### src/rtl/gmii_tx_arbiter_pkg.sv
// Shared types and GMII constants for the two-port transmit arbiter.
// One-hot FSM encodings, bit indices for decoding, and the output bundle.
package gmii_tx_arbiter_pkg;

  localparam int IX_IDLE = 0;
  localparam int IX_PRE  = 1;
  localparam int IX_SFD  = 2;
  localparam int IX_DATA = 3;
  localparam int IX_IPG  = 4;

  typedef enum logic [4:0] {
    S_IDLE = 5'b00001,
    S_PRE  = 5'b00010,
    S_SFD  = 5'b00100,
    S_DATA = 5'b01000,
    S_IPG  = 5'b10000
  } state_t;

  localparam logic [7:0] PREAMBLE_BYTE = 8'h55;
  localparam logic [7:0] SFD_BYTE      = 8'hD5;
  localparam logic [7:0] IDLE_BYTE     = 8'h00;

  typedef struct packed {
    logic [7:0] txd;
    logic       en;
    logic       er;
  } gmii_t;

endpackage

### src/rtl/gmii_tx_arbiter_rr_arbiter2.sv
// Two-way round-robin pick: a lone requester wins, a tie goes
// to the port that was not granted last.
module rr_arbiter2 (
  input  logic req_0,
  input  logic req_1,
  input  logic last_gnt,
  output logic win,
  output logic any
);

  always_comb begin
    any = req_0 | req_1;
    win = (req_0 & req_1) ? ~last_gnt : req_1;
  end

endmodule

### src/rtl/gmii_tx_arbiter.sv
// Shares one GMII transmit path between two frame sources.
// Define TX_ARB_JABBER_EN to cut frames longer than MAX_FRAME_BYTES.
module gmii_tx_arbiter
  import gmii_tx_arbiter_pkg::*;
#(
  parameter int IPG_BYTES       = 12,
  parameter int PREAMBLE_BYTES  = 7,
  parameter int MAX_FRAME_BYTES = 1518
) (
  input  logic       GTX_CLK,
  input  logic       mr_main_reset,
  input  logic       req_0,
  input  logic       req_1,
  input  logic [7:0] data_0,
  input  logic [7:0] data_1,
  input  logic       valid_0,
  input  logic       valid_1,
  input  logic       last_0,
  input  logic       last_1,
  input  logic       err_0,
  input  logic       err_1,
  output logic       gnt_0,
  output logic       gnt_1,
  output logic       rd_0,
  output logic       rd_1,
  input  logic       transmitting,
  output logic [7:0] TXD,
  output logic       TX_EN,
  output logic       TX_ER,
  output logic       underrun
);

  // An illegal configuration keeps the transmitter silent.
  localparam bit CFG_OK =
    (IPG_BYTES >= 1) && (IPG_BYTES <= 255) &&
    (PREAMBLE_BYTES >= 1) && (PREAMBLE_BYTES <= 15) &&
    (MAX_FRAME_BYTES >= 1) && (MAX_FRAME_BYTES <= 65535);

  localparam logic [15:0] PRE_LAST = 16'(PREAMBLE_BYTES - 1);
  localparam logic [7:0]  IPG_LOAD = 8'(IPG_BYTES - 1);
  localparam state_t FIRST_ST =
    (PREAMBLE_BYTES == 1) ? S_SFD : S_PRE;

  state_t      state_q, state_d;
  gmii_t       tx_q, tx_d;
  logic        gnt0_q, gnt0_d;
  logic        gnt1_q, gnt1_d;
  logic        unr_q, unr_d;
  logic        lg_q, lg_d;
  logic [15:0] cnt_q, cnt_d;
  logic [7:0]  ipg_q, ipg_d;
  logic        win, any, start, abort, jab;
  logic [7:0]  s_data;
  logic        s_valid, s_last, s_err;

`ifdef TX_ARB_JABBER_EN
  localparam logic [15:0] MAX_LEN = 16'(MAX_FRAME_BYTES);
  logic jab_q, jab_d;
  assign jab = jab_q;
`else
  assign jab = 1'b0;
`endif

  rr_arbiter2 u_rr (
    .req_0    (req_0),
    .req_1    (req_1),
    .last_gnt (lg_q),
    .win      (win),
    .any      (any)
  );

  assign start   = any & ~transmitting & CFG_OK;
  assign s_data  = gnt1_q ? data_1  : data_0;
  assign s_valid = gnt1_q ? valid_1 : valid_0;
  assign s_last  = gnt1_q ? last_1  : last_0;
  assign s_err   = gnt1_q ? err_1   : err_0;
  assign abort   = jab | ~s_valid;

  assign rd_0 = gnt0_q & state_q[IX_DATA] & ~jab;
  assign rd_1 = gnt1_q & state_q[IX_DATA] & ~jab;

  assign gnt_0    = gnt0_q;
  assign gnt_1    = gnt1_q;
  assign TXD      = tx_q.txd;
  assign TX_EN    = tx_q.en;
  assign TX_ER    = tx_q.er;
  assign underrun = unr_q;

  always_ff @(posedge GTX_CLK) begin
    if (!mr_main_reset) begin
      state_q <= S_IDLE;
      tx_q    <= '{IDLE_BYTE, 1'b0, 1'b0};
      gnt0_q  <= 1'b0;
      gnt1_q  <= 1'b0;
      unr_q   <= 1'b0;
      lg_q    <= 1'b1;
      cnt_q   <= '0;
      ipg_q   <= '0;
`ifdef TX_ARB_JABBER_EN
      jab_q   <= 1'b0;
`endif
    end else begin
      state_q <= state_d;
      tx_q    <= tx_d;
      gnt0_q  <= gnt0_d;
      gnt1_q  <= gnt1_d;
      unr_q   <= unr_d;
      lg_q    <= lg_d;
      cnt_q   <= cnt_d;
      ipg_q   <= ipg_d;
`ifdef TX_ARB_JABBER_EN
      jab_q   <= jab_d;
`endif
    end
  end

  always_comb begin
    state_d = state_q;
    unique case (1'b1)
      state_q[IX_IDLE]: if (start) state_d = FIRST_ST;
      state_q[IX_PRE]:  if (cnt_q == PRE_LAST) state_d = S_SFD;
      state_q[IX_SFD]:  state_d = S_DATA;
      state_q[IX_DATA]: if (abort || s_last) state_d = S_IPG;
      state_q[IX_IPG]:  if (ipg_q == 8'd0) state_d = S_IDLE;
      default:          state_d = S_IDLE;
    endcase
  end

  // Outputs are loaded one edge ahead, so each byte lines up with its state.
  always_comb begin
    tx_d   = '{IDLE_BYTE, 1'b0, 1'b0};
    gnt0_d = gnt0_q;
    gnt1_d = gnt1_q;
    unr_d  = 1'b0;
    lg_d   = lg_q;
    cnt_d  = cnt_q;
    ipg_d  = ipg_q;
`ifdef TX_ARB_JABBER_EN
    jab_d  = jab_q;
`endif
    unique case (1'b1)
      state_q[IX_IDLE]: if (start) begin
        tx_d   = '{PREAMBLE_BYTE, 1'b1, 1'b0};
        gnt0_d = ~win;
        gnt1_d = win;
        lg_d   = win;
        cnt_d  = 16'd1;
      end
      state_q[IX_PRE]: begin
        tx_d  = '{PREAMBLE_BYTE, 1'b1, 1'b0};
        cnt_d = cnt_q + 16'd1;
      end
      state_q[IX_SFD]: begin
        tx_d  = '{SFD_BYTE, 1'b1, 1'b0};
        cnt_d = '0;
      end
      state_q[IX_DATA]: if (abort) begin
        tx_d   = '{IDLE_BYTE, 1'b1, 1'b1};
        unr_d  = 1'b1;
        gnt0_d = 1'b0;
        gnt1_d = 1'b0;
        ipg_d  = IPG_LOAD;
`ifdef TX_ARB_JABBER_EN
        jab_d  = 1'b0;
`endif
      end else begin
        tx_d = '{s_data, 1'b1, s_err};
`ifdef TX_ARB_JABBER_EN
        cnt_d = cnt_q + 16'd1;
        if (!s_last && cnt_d == MAX_LEN) jab_d = 1'b1;
`endif
        if (s_last) begin
          gnt0_d = 1'b0;
          gnt1_d = 1'b0;
          ipg_d  = IPG_LOAD;
        end
      end
      state_q[IX_IPG]: if (ipg_q != 8'd0) ipg_d = ipg_q - 8'd1;
      default: ;
    endcase
  end

endmodule

### config.mk
export PLATFORM = sky130hd
export DESIGN_NAME = gmii_tx_arbiter
export DESIGN_NICKNAME = d
export VERILOG_FILES = /design/src/rtl/gmii_tx_arbiter_pkg.sv /design/src/rtl/gmii_tx_arbiter_rr_arbiter2.sv /design/src/rtl/gmii_tx_arbiter.sv
export SDC_FILE = /design/constraint.sdc
export NUM_CORES = 1
export LEC_CHECK = 0
export ABC_AREA = 1
export CORE_AREA = 8 8 74 82
export DETAILED_ROUTE_END_ITERATION = 10
export DIE_AREA = 0 0 82 90
export HOLD_SLACK_MARGIN = 0.12
export PLACE_DENSITY = 0.72
export SLEW_MARGIN = 10
export SYNTH_ARGS = -nofsm -noshare
export SYNTH_HDL_FRONTEND = slang
export SYNTH_SLANG_ARGS = --single-unit
### constraint.sdc
create_clock -name GTX_CLK -period 2.25 [get_ports GTX_CLK]
set_input_delay 0.3375 -clock GTX_CLK [delete_from_list [all_inputs] [get_ports GTX_CLK]]
set_output_delay 0.3375 -clock GTX_CLK [all_outputs]
set_load 0.01 [all_outputs]
==> impl_metrics.py, run 1 <==
metrics = {
    "clock_tree": {
        "cts_buffers": 5,
        "clk_pin_slew_ns": 0.08,
        "root_buffer": "clkbuf_8",
        "cts_num_sinks": 43,
        "cts_setup_buffers": 0,
        "cts_resized": 0,
        "cts_buffer_depth": 2,
        "cts_tree": "yes",
        "htreeDepth": 2,
        "cts_hold_buf": 0,
        "clkLatencyLatePin_ns": 0.30,
    },
    "cells_and_area": {
        "fillers": 469,
        "final_common_cell": "nand2_1",
        "final_cell_mix": "nand2_1, nor2_1, dfxtp_1",
        "nets": 391,
        "num_antenna_cells": 0,
        "final_util_pct": 56.34,
        "layout-drive-gt1-share_pct": 6.111,
        "syn_to_final_growth_pct": 27.13,
    },
    "setup_path": {
        "cp_num_buf_inv": 3,
        "reg2reg_slack_ns": 0.54,
        "critical_path_required_ns": 1.91,
        "cpLargestDelayFamily": "buffers and inverters",
        "path_cells": "buf_4 > nand2_1 > inv_1 > clkdlybuf4s50_1",
        "slowest_delay_ns": 0.52,
        "path_class": "reg2out",
        "reg2reg_depth": 8,
        "r2r_start": "gnt_1$_SDFFE_PN0P_",
        "crit_slowest_cell": "dfxtp_1",
        "critPathCaptureType": "output pin",
        "cp-startpoint": "gnt_1$_SDFFE_PN0P_",
        "cp_max_fo": 9,
        "start_kind": "flip-flop",
        "arrival_ns": 1.66,
        "r2r-end": "ipg_q[7]$_SDFFE_PN0P_",
    },
    "synthesis": {
        "syn-instance-count": 315,
        "netlist.area_leader.share_pct": 40.49,
        "synth_warnings": 0,
        "netlist_area_um2": 2126,
        "synthArstFlopShare_pct": 0,
        "synth_seq_area_share_pct": 40.49,
        "netlist_top_cells_area": "dfxtp_1, nand2_1, nor2_1",
        "synth-edff-count": 0,
        "synth-main-ff-cell": "dfxtp_1",
        "synth_cell_types": 32,
        "synthesis.nets": 346,
        "ys_seq_elements": 43,
        "synth_top_cell_by_area": "dfxtp_1",
        "syn-mean-instance-area_um2": 6.749,
    },
    "pwr": {
        "leakagePower_nw": 1.123,
        "max-vdd-ir-drop_uv": 343.7,
        "power.density_nw_per_um2": 585.6,
    },
    "die": {
        "placementRows": 27,
        "die_area_um2": 7380,
        "start_util_pct": 44.31,
        "pin_count": 42,
        "core-area_um2": 4797,
        "die-width_um": 82,
        "fp.dieH_um": 90,
    },
    "routing": {
        "ant_nets": 0,
        "vias": 2008,
        "drc": 0,
        "wirelength_um": 4912,
        "drtPass1Iterations": 4,
        "wl_per_cell_um": 11.75,
        "viasPerCell": 4.804,
        "drtIter0Drc": 141,
    },
    "timing": {
        "setup-tns-final_ns": 0,
        "slew_headroom_pct": 65.68,
        "worstMarginPinSlew_ns": 0.5142,
        "period_share_pct": 88.96,
        "max_freq_ghz": 0.4996,
        "setup_viol": 0,
        "rsz0062_at_grt": "no",
        "slew_violations": 0,
        "fin_worst_skew_ns": 0.008920,
        "period_minus_slack_ns": 2.002,
        "hold_viol_final": 0,
    },
    "status": {
        "status": "complete, no violations",
    },
    "placed_design": {
        "io_buffer_count": 41,
        "gp_congestion": 0.8576,
        "post-dp-hpwl_um": 3770,
    },
    "worst_hold_path": {
        "min_to": "lg_q$_SDFFE_PN1P_",
        "min_delay_path_depth": 2,
        "min_from": "lg_q$_SDFFE_PN1P_",
        "hold_path_class": "reg2reg",
    },
    "global_route": {
        "antenna_found_initial": 0,
        "grt_usage_pct": 13.85,
        "grt-ovfl-total": 0,
        "grt_pass1_vias": 1860,
        "grt_max_degree": 17,
        "grt_pass1_wl_um": 8383,
    },
    "flow_run": {
        "drv_cap": 0,
    },
}
-- Yosys cell counts (2+ instances only) --
library cell / number
o21ai_0: 11
nand4_1: 2
xnor2_1: 2
inv_2: 2
a21oi_1: 24
inv_1: 33
clkbuf_1: 3
nor3_1: 4
nor2_2: 2
nand2_1: 80
nor2_1: 58
xor2_1: 2
dfxtp_1: 43
nand3_1: 20
o21ai_2: 2
nand3_2: 2
nor4_1: 3
nand2_2: 2
a31oi_1: 2
ha_1: 4
nor3b_1: 3
-- power by group --
group / internal, mW / switching (mW) / total, mW
logic: 0.0987 / 0.104 / 0.203
clock network: 0.325 / 0.252 / 0.578
registers: 0.784 / 0.0189 / 0.802
total: 1.21 / 0.375 / 1.58
-- kinds of logic (layout without fill, tap and decap cells) --
logic type      Yosys count  count (layout)  synth area share (%)
compound gates           45              45                 12.18
xor+xnor                  4               4                 1.648
fa+ha+maj                 4               4                 2.354
buf+inv                  40              85                 7.298
flops                    43              43                 40.49
simple gates            179             179                 36.02
-- worst register-to-register path: cells and delay by family (launching register included) --
family / cells / cell delay [ns]
simple gates: 6 / 0.70
compound gates: 1 / 0.13
buf+inv: 1 / 0.22
flops: 1 / 0.52
-- worst max path at each step --
| stage | endpoint | slack [ns] | depth (start not counted) |
|---|---|---|---|
| 3_3_place_gp | cnt_q[10]$_SDFFE_PN0P_ | 0.29 | 8 |
| 6_report | rd_1 | 0.25 | 4 |
| 2_1_floorplan | cnt_q[14]$_SDFFE_PN0P_ | 0.87 | 8 |
| 5_1_grt | rd_1 | 0.16 | 4 |
| 4_1_cts | rd_1 | 0.24 | 4 |
| 3_5_place_dp | cnt_q[11]$_SDFFE_PN0P_ | 0.24 | 8 |
-- sequential cells by signal, summed over array words and instances, names as in the netlist --
register,flops
state_q,5
underrun,1
ipg_q,8
lg_q,1
TX_ER,1
cnt_q,16
TXD,8
gnt_0,1
TX_EN,1
gnt_1,1
-- per-layer routing --
layer	wire length (um)	GRT usage, %	part of all wire (%)
met5	0	0	0
met3	287	4.183	5.8
met1	2185	16.07	44
met2	2387	23.40	49
met4	51	3.959	1.0
-- per-stage QoR --
stage	power [mW]	std cells	setup WS, ns	hold WS, ns	area, um2
2_1_floorplan	0.9282	315	0.8705	0.4239	2126
5_1_grt	1.661	418	0.1554	0.5003	2703
3_3_place_gp	1.022	411	0.2915	0.4680	2600
6_report	1.583	418	0.2484	0.4610	2703
4_1_cts	1.600	418	0.2357	0.4748	2703
3_5_place_dp	1.024	411	0.2353	0.4572	2600
-- layout make-up --
| type | instances | area, um2 | area share, % |
|---|---|---|---|
| multi-input cells | 232 | 1110 | 41.06 |
| inverters | 35 | 131.4 | 4.861 |
| flip-flops and latches | 43 | 860.8 | 31.85 |
| well taps | 58 | 72.57 | 2.685 |
| repair buffers | 43 | 425.4 | 15.74 |
| clock buffers | 6 | 72.57 | 2.685 |
| clock inverters | 1 | 30.03 | 1.111 |
Note: power is estimated with default switching activity, not from simulation.
==> run 2: changes to the inputs <==
--- a/config.mk
+++ b/config.mk
@@ -6,11 +6,11 @@
 export NUM_CORES = 1
 export LEC_CHECK = 0
 export ABC_AREA = 1
-export CORE_AREA = 8 8 74 82
+export CORE_AREA = 8 8 69 77
 export DETAILED_ROUTE_END_ITERATION = 10
-export DIE_AREA = 0 0 82 90
+export DIE_AREA = 0 0 77 85
 export HOLD_SLACK_MARGIN = 0.12
-export PLACE_DENSITY = 0.72
+export PLACE_DENSITY = 0.81
 export SLEW_MARGIN = 10
 export SYNTH_ARGS = -nofsm -noshare
 export SYNTH_HDL_FRONTEND = slang
==> impl_metrics.py, run 2 (synthesis gave the netlist of run 1 again) <==
metrics = {
    "cells_and_area": {
        "nets": 391,
        "syn_to_final_growth_pct": 26.78,
        "final_cell_mix": "nand2_1, nor2_1, dfxtp_1",
        "layout-drive-gt1-share_pct": 6.371,
        "seq_area_um2": 860.8,
        "final_common_cell": "nand2_1",
        "largest_reg_flops": 16,
        "top_register": "cnt_q",
        "fin_cells": 415,
        "multi_input_area_um2": 1110,
        "num_antenna_cells": 0,
        "fillers": 378,
    },
    "setup_path": {
        "start_kind": "flip-flop",
        "critPathCaptureType": "output pin",
        "arrival_ns": 1.52,
        "cp_max_fo": 10,
        "critical_path_required_ns": 1.91,
        "path_class": "reg2out",
    },
    "clock_tree": {
        "cts_buffers": 5,
        "cts_num_sinks": 43,
        "cts_buffer_depth": 2,
        "cts_hold_buf": 0,
        "cts_tree": "yes",
        "root_buffer": "clkbuf_8",
        "clkLatencyLatePin_ns": 0.29,
        "cts_setup_buffers": 0,
        "clk_pin_slew_ns": 0.08,
        "htreeDepth": 2,
        "cts_resized": 0,
    },
    "flow_run": {
        "drv_cap": 0,
    },
    "pwr": {
        "switching_power_mw": 0.3811,
        "finalPower_mw": 1.544,
        "pwr-share-clk_pct": 34.8,
        "power.density_nw_per_um2": 572.8,
        "combPwrFrac_pct": 13.1,
        "leakagePower_nw": 1.123,
        "seq_power_share_pct": 52.0,
        "max-vdd-ir-drop_uv": 419.1,
        "sw_frac_of_total_pct": 24.69,
        "intPower_mw": 1.163,
    },
    "timing": {
        "slew_headroom_pct": 65.82,
        "period_minus_slack_ns": 1.860,
        "period_share_pct": 82.69,
        "setup_viol": 0,
        "worst_hold_slack_ns": 0.4770,
        "hold_viol_final": 0,
        "slew_violations": 0,
        "max_freq_ghz": 0.5375,
        "worstMarginPinSlew_ns": 0.5121,
        "setup-tns-final_ns": 0,
        "fin_worst_skew_ns": 0.007585,
        "rsz0062_at_grt": "no",
    },
    "placed_design": {
        "gp_congestion": 0.8213,
        "io_buffer_count": 41,
        "post-dp-hpwl_um": 3980,
        "dp_cells": 407,
    },
    "status": {
        "status": "complete, no violations",
    },
    "die": {
        "core-area_um2": 4129,
        "placementRows": 25,
        "die_area_um2": 6545,
        "fp.dieH_um": 85,
        "start_util_pct": 51.48,
        "die-width_um": 77,
        "pin_count": 42,
    },
    "global_route": {
        "grt-ovfl-total": 0,
        "grt_pass1_wl_um": 9177,
        "grt_pass1_vias": 2068,
        "grt_usage_pct": 16.68,
        "antenna_found_initial": 0,
        "grt_max_degree": 17,
    },
    "routing": {
        "top_layer_used": "met4",
        "wl_met1_um": 2230,
        "drc": 0,
        "ant_nets": 0,
        "wl_met2_um": 2630,
        "drtPass1Iterations": 4,
        "vias": 2099,
        "wirelength_um": 5200,
        "dr_wl_met3_um": 274,
        "viasPerCell": 5.058,
        "wl_per_cell_um": 12.53,
        "drtIter0Drc": 128,
    },
    "worst_hold_path": {
        "hold_path_class": "reg2reg",
    },
}
## run 2: changes by cell type in the layout (fill, tap and decap cells not counted), sizes merged
cell    before  now
clkbuf       6    8
bufinv       1    0
## run 2: final timing paths
path,start,endpoint,slack (ns),cells after the start
min reg2reg,lg_q$_SDFFE_PN1P_,lg_q$_SDFFE_PN1P_,0.48,2
min,lg_q$_SDFFE_PN1P_,lg_q$_SDFFE_PN1P_,0.48,2
max reg2reg,cnt_q[0]$_SDFFE_PN0P_,cnt_q[14]$_SDFFE_PN0P_,0.57,8
max,gnt_1$_SDFFE_PN0P_,rd_1,0.39,3
## run 2: worst max-delay path, stage by stage (launching register included)
cell	delay, ns
dfxtp_1	0.53
nand2_1	0.10
inv_1	0.06
clkdlybuf4s50_1	0.53
## run 2: area by class of cell
class                   count  share of cell area, %
multi-input cells         232                  41.18
flip-flops and latches     43                  31.94
repair buffers             43                  15.78
inverters                  35                  4.875
clock buffers               8                  3.714
well taps                  54                  2.507
## run 2: power groups by stage
stage / combinational [mW] / sequential (mW) / clock (mW)
after global routing: 0.228 / 0.806 / 0.574
final: 0.203 / 0.803 / 0.538
after detailed placement: 0.203 / 0.821 / 0
after floorplan: 0.106 / 0.823 / 0
after global placement: 0.200 / 0.820 / 0
after CTS: 0.204 / 0.803 / 0.546
## run 2: metrics by stage
stage	worst slack (ns)	area [um2]	util, %
floorplan	0.8705	2126	-
global placement	0.3042	2595	62.85
detailed placement	0.2270	2595	62.85
CTS	0.3620	2695	65.27
global route	0.3038	2695	65.27
finish	0.3895	2695	65.27
## run 2: routing by layer
| metal | GRT usage [%] | vias to the layer above |
|---|---|---|
| li1 | - | 1097 |
| met1 | 17.49 | 945 |
| met2 | 30.24 | 49 |
| met3 | 5.285 | 8 |
| met4 | 6.357 | 0 |
| met5 | 0 | - |
==> run 3: changes to the inputs <==
--- a/config.mk
+++ b/config.mk
@@ -6,11 +6,11 @@
 export NUM_CORES = 1
 export LEC_CHECK = 0
 export ABC_AREA = 1
-export CORE_AREA = 8 8 69 77
+export CORE_AREA = 8 8 71 79
 export DETAILED_ROUTE_END_ITERATION = 10
-export DIE_AREA = 0 0 77 85
+export DIE_AREA = 0 0 79 87
 export HOLD_SLACK_MARGIN = 0.12
-export PLACE_DENSITY = 0.81
+export PLACE_DENSITY = 0.77
 export SLEW_MARGIN = 10
 export SYNTH_ARGS = -nofsm -noshare
 export SYNTH_HDL_FRONTEND = slang
==> constraint.sdc (replaced) <==
create_clock -name GTX_CLK -period 1.9 [get_ports GTX_CLK]
set_input_delay 0.285 -clock GTX_CLK [delete_from_list [all_inputs] [get_ports GTX_CLK]]
set_output_delay 0.285 -clock GTX_CLK [all_outputs]
set_load 0.01 [all_outputs]
==> impl_metrics.py, run 3 (synthesis gave the netlist of run 1 again) <==
metrics = {
    "timing": {
        "setup_viol": 0,
        "period_share_pct": 88.02,
        "fin_worst_skew_ns": 0.006931,
        "hold_viol_final": 0,
        "rsz0062_at_grt": "no",
        "max_freq_ghz": 0.5979,
        "worstMarginPinSlew_ns": 0.5010,
        "worst_slack_ns": 0.2276,
        "period_minus_slack_ns": 1.672,
        "slew_violations": 0,
        "setup-tns-final_ns": 0,
        "slew_headroom_pct": 66.56,
    },
    "setup_path": {
        "cp_max_fo": 11,
        "slowest_delay_ns": 0.53,
        "crit_slowest_cell": "clkdlybuf4s50_1",
        "critical_path_required_ns": 1.62,
        "path_class": "reg2out",
        "arrival_ns": 1.39,
        "path_cells": "nand2_1 > inv_1 > clkdlybuf4s50_1",
        "start_kind": "flip-flop",
        "critPathCaptureType": "output pin",
    },
    "global_route": {
        "grt_usage_pct": 15.71,
        "grt_max_degree": 17,
        "grt_pass1_wl_um": 8749,
        "antenna_found_initial": 0,
        "grt_use_met1_pct": 16.51,
        "grt-ovfl-total": 0,
        "grt_busiest_layer": "met2",
        "grt_pass1_vias": 2013,
        "grtUsageMet2_pct": 27.90,
        "gr-usage-met3_pct": 4.442,
    },
    "die": {
        "die_area_um2": 6873,
        "start_util_pct": 48.05,
        "core-area_um2": 4424,
        "die-width_um": 79,
        "fp.dieH_um": 87,
        "placementRows": 26,
        "pin_count": 42,
    },
    "clock_tree": {
        "clk_pin_slew_ns": 0.08,
        "cts_buffers": 5,
        "cts_num_sinks": 43,
        "clkLatencyLatePin_ns": 0.30,
        "root_buffer": "clkbuf_8",
        "htreeDepth": 2,
        "cts_setup_buffers": 0,
        "cts_tree": "yes",
        "cts_buffer_depth": 2,
    },
    "pwr": {
        "max-vdd-ir-drop_uv": 475.8,
        "sw_frac_of_total_pct": 25.48,
        "pwr-share-clk_pct": 33.1,
        "leakagePower_nw": 1.133,
        "power.density_nw_per_um2": 664.1,
        "switching_power_mw": 0.4592,
        "finalPower_mw": 1.802,
        "seq_power_share_pct": 52.8,
        "intPower_mw": 1.343,
        "combPwrFrac_pct": 14.1,
    },
    "placed_design": {
        "post-dp-hpwl_um": 3889,
        "gp_congestion": 0.8794,
        "io_buffer_count": 41,
        "dp_slack_ns": 0.07204,
        "dp_cells": 411,
    },
    "routing": {
        "ant_nets": 0,
        "wl_per_cell_um": 12.20,
        "vias": 2116,
        "drtPass1Iterations": 4,
        "drtIter0Drc": 136,
        "wirelength_um": 5101,
        "viasPerCell": 5.062,
        "drc": 0,
    },
    "cells_and_area": {
        "fillers": 425,
        "multi_input_area_um2": 1110,
        "fin_cells": 418,
        "largest_reg_flops": 16,
        "top_register": "cnt_q",
        "seq_area_um2": 862.1,
        "nets": 393,
        "num_antenna_cells": 0,
        "final_cell_mix": "nand2_1, nor2_1, dfxtp_1",
        "final_common_cell": "nand2_1",
        "layout-drive-gt1-share_pct": 7.182,
        "syn_to_final_growth_pct": 27.66,
    },
    "flow_run": {
        "drv_cap": 0,
    },
    "worst_hold_path": {
        "hold_path_class": "reg2reg",
    },
    "status": {
        "status": "complete, no violations",
    },
}
## run 3: final cells by class
class	count	share of cell area (%)
multi-input combinational	232	40.89
sequential	43	31.77
timing repair buffer	45	16.69
inverter	35	4.841
clock buffer	6	3.043
tap	56	2.582
clock inverter	1	0.1844
## run 3: repair_timing
action	in CTS	in global routing
hold buffers	0	0
endpoints found under the setup margin	0	1
resized for setup	0	1
## run 3: power groups by stage
stage	sequential [mW]	combinational (mW)	clock, mW
6_report	0.951	0.254	0.597
5_1_grt	0.955	0.282	0.645
4_1_cts	0.951	0.257	0.607
3_5_place_dp	0.972	0.255	0
3_3_place_gp	0.971	0.252	0
2_1_floorplan	0.974	0.125	0
## run 3: critical path: cells and delay by family (launching register included)
kind	cells	cell delay, ns
buffers and inverters	2	0.58
flip-flops	1	0.44
AND/OR/NAND/NOR	1	0.07
## run 3: final timing paths
check	startpoint	end	slack, ns	depth (start not counted)
min reg2reg	lg_q$_SDFFE_PN1P_	lg_q$_SDFFE_PN1P_	0.47	2
max	gnt_1$_SDFFE_PN0P_	rd_1	0.23	3
max reg2reg	cnt_q[1]$_SDFFE_PN0P_	cnt_q[14]$_SDFFE_PN0P_	0.27	8
min	lg_q$_SDFFE_PN1P_	lg_q$_SDFFE_PN1P_	0.47	2
## run 3: metal layers
metal  wire length, um  part of all wire, %  up-vias
met5                 0                    0        -
met4               123                  2.4        0
met3               288                  5.6       10
met2              2570                   50       49
met1              2118                   42      954
li1                  -                    -     1103
## run 3: per-stage QoR
stage	hold slack, ns	cell area, um2	utilization (%)
6_report	0.4712	2714	61.34
4_1_cts	0.4793	2713	61.31
3_3_place_gp	0.4617	2625	59.33
5_1_grt	0.5080	2714	61.34
2_1_floorplan	0.4239	2126	-
3_5_place_dp	0.4622	2625	59.33
==> RTL change: new RTL, config.mk and constraints of run 1 <==
Make the reset (`mr_main_reset`) asynchronous in one clocked block.
--- a/src/rtl/gmii_tx_arbiter.sv
+++ b/src/rtl/gmii_tx_arbiter.sv
@@ -88,3 +88,3 @@
 
-  always_ff @(posedge GTX_CLK) begin
+  always_ff @(posedge GTX_CLK or negedge mr_main_reset) begin
     if (!mr_main_reset) begin
Function: differs if mr_main_reset is asserted again (counterexample within 4 cycles, from zero or initial values and one cycle with mr_main_reset low); with mr_main_reset held inactive, the same outputs for 10 cycles.
==> RTL change against run 1 <==
Core utilization increased by 6.8 points. Setup slack better by 0.076 ns. Sequential cell count is the same. Largest cell class unchanged. Synthesized area is 16% higher. Cell area up 12%. Wire length grew 15%.
Power is not compared: it rests on default switching activity, and its combinational part moved more than twofold at a synthesized area within 25%.
==> RTL change: results (changes against run 1) <==
Outcome
  – Outcome: complete, no violations

Place
  – Dpl ws: 0.343 ns (+0.108 ns)
  – GP Congestion: 0.850 (-0.85%)

Logic synthesis
  – Mux cell area share after synthesis: 0.00405 (+0.00405)
  – Syn Nets: 368 (+6.4%)
  – Post-synth cell types: 34 (+6.3%)
  – Top post-synthesis cells by area: dfrtp_1 42%, nand2_1 19%, inv_1 6.1%, nor2_1 4.3%, nand3_1 4.1%
  – Seq/Total Area, Yosys: 0.436 (+0.0315)
  – Fraction of registers with async set/reset: 1.00 (+1.00)
  – Ys flop type: dfrtp_1
  – Compound-gate portion of the synthesized area: 0.0810 (-0.0408)
  – Synth Area in Adders: 0.0203 (-0.00329)

Global route
  – Global-route wire length before repair: 10.1 mm (+21%)
  – M3 GR Usage: 0.0438 (+0.00199)
  – M1 GR Usage: 0.212 (+0.0509)
  – Vias in the first global route: 2219 (+19%)
  – Largest net degree at the start of global routing: 23 (+6)

Timing
  – WHS: 0.492 ns (+0.0314 ns)
  – Slew of the pin with the lowest slew margin: 0.471 ns (-0.0429 ns)

Worst setup path
  – RR Startpoint: state_q[0]
  – R2r setup slk: 0.66 ns (+0.12 ns)
  – FF-to-FF path depth: 5 (-3)
  – Crit. Startpoint: gnt_1

Routing
  – Routed wl met3: 272 µm (-5.2%)
  – Routed wl met2: 2.67 mm (+12%)

Layout
  – Layout cell share with drive strength beyond 1: 0.0836 (+0.0224)

Hold path
  – End of the worst hold path: ipg_q[1]
==> RTL change: changes by cell type after synthesis, sizes merged, moves of 3 or more <==
cell,before,now
dfrtp,0,41
inv,35,43
o21ai,14,18
nor3b,3,0
nand4,2,13
a21oi,26,9
nand2,83,128
dfxtp,43,0
nor2,61,31
==> RTL change: power by group <==
group          internal, mW  switching, mW
sequential            0.936          0.200
clock                 0.241          0.256
combinational         0.390          0.573
total                  1.57           1.03
==> RTL change: area by class of cell <==
type / count / area (µm²)
flip-flops and latches: 43 / 1080
clock buffers: 6 / 82.6
repair buffers: 45 / 438
clock inverters: 1 / 5.00
fillers: 426 / 1770
multi-input cells: 244 / 1190
inverters: 44 / 165
well taps: 58 / 72.6
==> RTL change: repair_timing <==
| item | in CTS | in global routing |
|---|---|---|
| buffers inserted | 0 | 0 |
| endpoints found under the hold margin | 19 | 0 |
| setup endpoints to repair | 0 | 0 |
| hold buffers | 1 | 0 |
